## config.mk

```make
export PLATFORM = sky130hd
export DESIGN_NAME = mul_seq_nxn
export DESIGN_NICKNAME = d
export VERILOG_FILES = /design/src/rtl/mul_seq_nxn.sv
export SDC_FILE = /design/constraint.sdc
export NUM_CORES = 1
export LEC_CHECK = 0
export BUFFER_PORTS_ARGS = -buffer_cell sky130_fd_sc_hd__buf_4
export CORE_MARGIN = 1.5
export CORE_UTILIZATION = 40
export DETAILED_ROUTE_END_ITERATION = 6
export SKIP_LAST_GASP = 1
export SLEW_MARGIN = 20
export SYNTH_ARGS = -nofsm -noshare
export SYNTH_HDL_FRONTEND = slang
export SYNTH_SLANG_ARGS = --single-unit
```

## constraint.sdc

```tcl
create_clock -name clk -period 11.6 [get_ports clk]
set_input_delay 0.58 -clock clk [delete_from_list [all_inputs] [get_ports clk]]
set_output_delay 0.58 -clock clk [all_outputs]
set_load 0.05 [all_outputs]
```

## src/rtl/mul_seq_nxn.sv

```systemverilog
// Sequential WIDTH x WIDTH multiplier: one 8x8 core iterated over limb pairs, valid/ready on both
// sides. Define MUL_SIGNED_EN to add the in_signed port and two's-complement mode.
`timescale 1ns/1ps
module mul_seq_nxn #(
  parameter int unsigned WIDTH = 32
) (
  input  logic               clk,
  input  logic               rst,
  input  logic               in_valid,
  output logic               in_ready,
  input  logic [WIDTH-1:0]   in_a,
  input  logic [WIDTH-1:0]   in_b,
`ifdef MUL_SIGNED_EN
  input  logic               in_signed,
`endif
  output logic               out_valid,
  input  logic               out_ready,
  output logic [2*WIDTH-1:0] out_p,
  output logic               busy
);

  localparam int unsigned N    = WIDTH / 8;
  localparam int unsigned IdxW = (N > 1) ? $clog2(N) : 1;
  localparam logic [IdxW-1:0] LastIdx = IdxW'(N - 1);

  typedef enum logic [1:0] {StIdle, StCalc, StDone} state_e;

  state_e             state_q, state_d;
  logic [WIDTH-1:0]   a_q, a_d, b_q, b_d;
  logic [2*WIDTH-1:0] acc_q, acc_d, p_q, p_d;
  logic [IdxW-1:0]    i_q, i_d, j_q, j_d;
  logic               valid_q, busy_q;
`ifdef MUL_SIGNED_EN
  logic               sign_q, sign_d;
`endif

  logic [7:0]         a_limb, b_limb;
  logic [15:0]        pp;
  logic [2*WIDTH-1:0] pp_ext, sum;
  logic [IdxW+3:0]    shamt;

  // Datapath: one 8x8 product, placed at byte offset i+j and added to the accumulator.
  always_comb begin
    a_limb       = a_q[8*i_q +: 8];
    b_limb       = b_q[8*j_q +: 8];
    pp           = {8'b0, a_limb} * {8'b0, b_limb};
    pp_ext       = '0;
    pp_ext[15:0] = pp;
    shamt        = {({1'b0, i_q} + {1'b0, j_q}), 3'b000};
    sum          = acc_q + (pp_ext << shamt);
  end

  always_comb begin
    state_d = state_q;
    a_d     = a_q;
    b_d     = b_q;
    acc_d   = acc_q;
    p_d     = p_q;
    i_d     = i_q;
    j_d     = j_q;
`ifdef MUL_SIGNED_EN
    sign_d  = sign_q;
`endif
    unique case (state_q)
      StIdle: begin
        if (in_valid && in_ready) begin
          state_d = StCalc;
          acc_d   = '0;
          i_d     = '0;
          j_d     = '0;
`ifdef MUL_SIGNED_EN
          // Magnitude of the most negative value still fits in WIDTH unsigned bits.
          a_d    = (in_signed && in_a[WIDTH-1]) ? -in_a : in_a;
          b_d    = (in_signed && in_b[WIDTH-1]) ? -in_b : in_b;
          sign_d = in_signed && (in_a[WIDTH-1] ^ in_b[WIDTH-1]);
`else
          a_d    = in_a;
          b_d    = in_b;
`endif
        end
      end
      StCalc: begin
        acc_d = sum;
        if (j_q == LastIdx) begin
          j_d = '0;
          if (i_q == LastIdx) begin
            i_d     = '0;
            state_d = StDone;
`ifdef MUL_SIGNED_EN
            p_d     = sign_q ? -sum : sum;
`else
            p_d     = sum;
`endif
          end else begin
            i_d = i_q + 1'b1;
          end
        end else begin
          j_d = j_q + 1'b1;
        end
      end
      StDone: begin
        if (out_ready) state_d = StIdle;
      end
      default: state_d = StIdle;
    endcase
  end

  always_ff @(posedge clk or posedge rst) begin
    if (rst) begin
      state_q <= StIdle;
      a_q     <= '0;
      b_q     <= '0;
      acc_q   <= '0;
      p_q     <= '0;
      i_q     <= '0;
      j_q     <= '0;
      valid_q <= 1'b0;
      busy_q  <= 1'b0;
`ifdef MUL_SIGNED_EN
      sign_q  <= 1'b0;
`endif
    end else begin
      state_q <= state_d;
      a_q     <= a_d;
      b_q     <= b_d;
      acc_q   <= acc_d;
      p_q     <= p_d;
      i_q     <= i_d;
      j_q     <= j_d;
      valid_q <= (state_d == StDone);
      busy_q  <= (state_d != StIdle);
`ifdef MUL_SIGNED_EN
      sign_q  <= sign_d;
`endif
    end
  end

  // in_ready is held low for the whole time reset is asserted.
  assign in_ready  = (state_q == StIdle) && !rst;
  assign out_valid = valid_q;
  assign out_p     = p_q;
  assign busy      = busy_q;

endmodule

```

==> impl_metrics.json, run 1 <==
{
  "status": "completed",
  "wirelength_mm": 37.9,
  "num_rows": 68,
  "slew_viol_final": 0,
  "layout_commonest_cell": "nand2_1",
  "antenna_left": 0,
  "fp.dieW_um": 190,
  "nNetsFinal": 1900,
  "drcViolationCount": 0,
  "cts.sinks": 200,
  "die_area_sq_um": 36200,
  "avgSynthCellArea_sq_um": 8.66,
  "critPathTopFamily": "compound AO/OA/AOI/OAI gates",
  "io_buffer_count": 134,
  "yosysWarningCount": 0,
  "maxCapViolCount": 0,
  "post-cts-setup-buffers": 0,
  "crit_fanout": 12,
  "cts_buffers": 17,
  "ys_ff_latch": 200,
  "cts_resized": 0,
  "path_class": "reg -> reg",
  "hold_viol_final": 0,
  "fin_crit_ns": 9.29,
  "vias": 11500,
  "clockBufferDepth": 2,
  "async_reset_ff_frac": 1.00,
  "initialDrtViolationCount": 849,
  "antenna_found_initial": 0,
  "drive_above_1_share": 0.137,
  "clockRootBuffer": "clkbuf_16",
  "dp_hpwl_mm": 28.8,
  "grt_pass1_wl_mm": 60.7,
  "wl_per_cell_um": 17.6,
  "antenna_cells": 0,
  "path_buf_inv": 2,
  "ys_types": 81,
  "grt_pass1_vias": 11200,
  "clk_latency_ns": 0.46,
  "synthFlopType": "dfrtp_1",
  "slowest_stage": "dfrtp_1",
  "cp.arrival_ns": 9.61,
  "syn-instance-count": 1618,
  "worstPathRequired_ns": 11.93,
  "grt_overflow": 0,
  "rsz0062_at_grt": "no",
  "grtUsageTotal": 0.214,
  "top_level_ports": 135,
  "timing.fmax_ghz": 0.108,
  "critPathMaxStageDelay_ns": 0.76,
  "initial_core_util": 0.406,
  "slew_headroom": 0.339,
  "core_sq_um": 34500,
  "fin_crit_sh": 0.800,
  "die_h_um": 190,
  "startpoint_type": "flip-flop",
  "synth_edf_count": 0,
  "crit_path_end_kind": "flip-flop",
  "fin_util": 0.459,
  "clk_pin_slew_ns": 0.09,
  "final_cell_mix": "nand2_1 (381), dfrtp_1 (200), o21ai_0 (165), buf_4 (141), ha_1 (102)",
  "cts_tree": "done",
  "h-tree-depth": 4,
  "drtPass1Iterations": 7,
  "clock_skew_ns": 0.0166,
  "cts_hold_buf": 0,
  "worst_slew_pin_slew_ns": 0.988,
  "setup_viol": 0,
  "area_delta_synth_final_pct": 13.3,
  "place.gp.congestion": 0.954,
  "tns_ns": 0,
  "holdCritPathClass": "in -> reg",
  "syn_area_sq_um": 14000,
  "grt_max_degree": 137,
  "viasPerCell": 5.34,
  "synth_seq_area_share": 0.357,
  "synth_nets": 1826
}
## cells by family (layout without fill, tap and decap cells)
| kind of cell | after synthesis | after routing | share of synthesized area |
|---|---|---|---|
| buf+inv | 154 | 241 | 0.0466 |
| fa+ha+maj | 140 | 140 | 0.145 |
| xor+xnor | 73 | 73 | 0.0467 |
| simple gates | 650 | 650 | 0.203 |
| flops | 200 | 200 | 0.357 |
| mux | 21 | 21 | 0.0296 |
| compound gates | 380 | 380 | 0.171 |
## path summary, 6_finish.rpt
kind / start / to / cells after the start / slack (ns)
min in group asynchronous: rst / out_p[4]$_DFFE_PP0P_ / 2 / 0.32
max: i_q[0]$_DFFE_PP0P_ / out_p[62]$_DFFE_PP0P_ / 31 / 2.31
max reg2reg: i_q[0]$_DFFE_PP0P_ / out_p[62]$_DFFE_PP0P_ / 31 / 2.31
min reg2reg: b_q[26]$_DFFE_PP0P_ / b_q[26]$_DFFE_PP0P_ / 2 / 0.47
max in group asynchronous: rst / acc_q[57]$_DFFE_PP0P_ / 3 / 9.83
min: in_a[6] / a_q[6]$_DFFE_PP0P_ / 3 / 0.30
## layer usage
| metal | global-route usage | share of wire | vias up |
|---|---|---|---|
| met5 | 0 | 0 | - |
| met4 | 0.0557 | 0.015 | 0 |
| met3 | 0.0362 | 0.052 | 32 |
| met2 | 0.324 | 0.43 | 322 |
| met1 | 0.317 | 0.50 | 5541 |
| li1 | - | - | 5642 |
## per-stage QoR
stage	worst slack, ns	area [sq um]	std cells	hold slack (ns)
6_report	2.31	15900	2160	0.302
3_3_place_gp	2.29	15300	2128	0.453
3_5_place_dp	2.30	15300	2128	0.458
5_1_grt	1.62	15900	2160	0.292
2_1_floorplan	3.58	14000	1618	0.440
4_1_cts	2.25	15900	2160	0.282
## registers in the layout, indices dropped and copies added, names as in the netlist
name,flops
state_q,2
b_q,32
out_p,64
busy,1
i_q,2
out_valid,1
a_q,32
j_q,2
acc_q,64
## area by class of cell
cell class                      count  area, sq um
Sequential cell                   200         5000
Clock buffer                       17          425
Timing Repair Buffer              141         1060
Inverter                           68          263
Multi-Input combinational cell   1264         8380
Fill cell                        3459        18700
Clock inverter                     15          175
Tap cell                          455          569
## cells in the mapped netlist, drive strengths merged (9+ instances only)
cell | count | area share
o21ai | 175 | 0.064
nand3 | 31 | 0.011
o21bai | 15 | 0.0080
and2 | 61 | 0.027
a21oi | 86 | 0.031
nor2 | 94 | 0.026
mux4 | 16 | 0.026
dfrtp | 200 | 0.36
nand2 | 383 | 0.10
nand4 | 21 | 0.0098
fa | 38 | 0.054
inv | 67 | 0.018
nand2b | 10 | 0.0045
o22ai | 9 | 0.0040
a31oi | 15 | 0.0099
ha | 102 | 0.091
nor2b | 23 | 0.010
nor3 | 10 | 0.0036
xor2 | 31 | 0.019
clkbuf | 75 | 0.024
xnor2 | 41 | 0.026
buf | 11 | 0.0045
a21o | 29 | 0.016
## worst min-delay path, stage by stage
cell	delay, ns
buf_4	0.07
nand2_1	0.04
nand2_1	0.04
Power of run 1 is left out: the tool's default activity adds up to more than one toggle a clock period on the data nets, which glitch-free logic cannot reach.
==> run 2: changes to the inputs <==
- clock period: 11.6 -> 7.95 ns (I/O delays scaled with it)
==> run 2 against run 1 <==
Register-to-register slack worse by 2.1 ns. Final cell count increased by 11%. Clock-buffer cell count rose by 1. Non-clock buffer count up 229.
==> impl_metrics.json, run 2 (synthesis results as in run 1) <==
{
  "drtPass1Iterations": 4,
  "final_cell_mix": "nand2_1 (375), buf_4 (355), dfrtp_1 (198), o21ai_0 (154), ha_1 (86)",
  "grt_pass1_vias": 11900,
  "place.gp.congestion": 0.902,
  "viasPerCell": 5.19,
  "crit_fanout": 7,
  "crit_path_end_kind": "flip-flop",
  "fin_cells": 2388,
  "vias": 12400,
  "antenna_found_initial": 0,
  "cp.arrival_ns": 8.06,
  "clockBufferDepth": 2,
  "clk_pin_slew_ns": 0.08,
  "drive_above_1_share": 0.293,
  "io_buffer_count": 134,
  "startpoint_type": "flip-flop",
  "grt_overflow": 0,
  "die_area_sq_um": 36200,
  "grt_pass1_wl_mm": 63.9,
  "pre_cts_ws_ns": -0.486,
  "clock_skew_ns": 0.0136,
  "clk_latency_ns": 0.47,
  "wirelength_mm": 40.5,
  "top_level_ports": 135,
  "dp_hpwl_mm": 30.6,
  "maxCapViolCount": 0,
  "placed_cell_area_sq_um": 16800,
  "antenna_cells": 0,
  "initial_core_util": 0.406,
  "h-tree-depth": 4,
  "setup_ws_ns": 0.242,
  "layout_commonest_cell": "nand2_1",
  "slew_viol_final": 0,
  "dp.cells": 2335,
  "min_path_cells": 3,
  "hold_viol_final": 0,
  "die_h_um": 190,
  "wl_per_cell_um": 17.0,
  "rr_worst_depth": 32,
  "worst_slew_pin_slew_ns": 1.07,
  "fp.dieW_um": 190,
  "cts_buffers": 17,
  "status": "completed",
  "nNetsFinal": 2129,
  "cts_tree": "done",
  "critPathMaxStageDelay_ns": 0.59,
  "worstPathRequired_ns": 8.30,
  "fin_crit_ns": 7.71,
  "core_sq_um": 34500,
  "area_delta_synth_final_pct": 30.0,
  "antenna_left": 0,
  "worst_path_most_repeated_cell": "fa_1",
  "num_rows": 68,
  "fin_crit_sh": 0.970,
  "clockRootBuffer": "clkbuf_16",
  "cts.sinks": 200,
  "stdcell_area_sq_um": 18200,
  "slowest_stage": "mux4_2",
  "holdCritPathClass": "in -> reg",
  "grt_max_degree": 136,
  "slew_headroom": 0.283,
  "path_class": "reg -> reg",
  "setup_viol": 0,
  "initialDrtViolationCount": 742,
  "timing.fmax_ghz": 0.130,
  "grtUsageTotal": 0.225,
  "drcViolationCount": 0
}
[run 2: path summary, 6_finish.rpt]
check / start / to / slack [ns]
setup / recovery: i_q[0]$_DFFE_PP0P_ / acc_q[63]$_DFFE_PP0P_ / 0.24
hold / removal: in_a[31] / a_q[31]$_DFFE_PP0P_ / 0.12
setup reg to reg: i_q[0]$_DFFE_PP0P_ / acc_q[63]$_DFFE_PP0P_ / 0.24
hold reg to reg: b_q[9]$_DFFE_PP0P_ / b_q[9]$_DFFE_PP0P_ / 0.48
max in group asynchronous: rst / i_q[0]$_DFFE_PP0P_ / 6.30
min in group asynchronous: rst / out_p[1]$_DFFE_PP0P_ / 0.46
[run 2: worst max-delay path: cells and delay by family, from the launching register on]
family / cells / cell delay [ns]
multiplexers: 1 / 0.59
flip-flops: 1 / 0.46
AO/OA/AOI/OAI: 12 / 2.46
XOR/XNOR: 1 / 0.17
adder cells (fa/ha/maj): 6 / 2.51
AND/OR/NAND/NOR: 7 / 0.87
buffers and inverters: 5 / 0.54
[run 2: final cells by class]
class	instances	area (sq um)
inverter	68	263
clock buffer	18	429
sequential	200	5010
clock inverter	13	136
multi-input combinational	1264	8960
timing repair buffer	370	2850
fill	3310	16300
tap	455	569
[run 2: through the flow]
step           hold WS [ns]  TNS [ns]  utilization
2_1_floorplan         0.440         0            -
3_3_place_gp          0.453     -9.74        0.487
3_5_place_dp          0.460    -19.07        0.487
4_1_cts              0.0983   -0.0104        0.509
5_1_grt               0.111    -0.225        0.527
6_report              0.117         0        0.527
[run 2: repair_timing]
item | 4_1_cts | 5_1_grt
endpoints found under the hold margin | 0 | 36
hold buffers | 0 | 1
endpoints found under the setup margin | 72 | 75
cloned | 0 | 0
buffers inserted | 9 | 11
pin swaps | 14 | 86
resized for setup | 25 | 122
[run 2: per-layer routing]
metal / track usage / vias up / share of wire
li1: - / 6117 / -
met3: 0.0330 / 31 / 0.042
met2: 0.342 / 279 / 0.44
met1: 0.335 / 5978 / 0.50
met4: 0.0581 / 0 / 0.014
met5: 0 / - / 0
Power of run 2 is left out for the same reason.
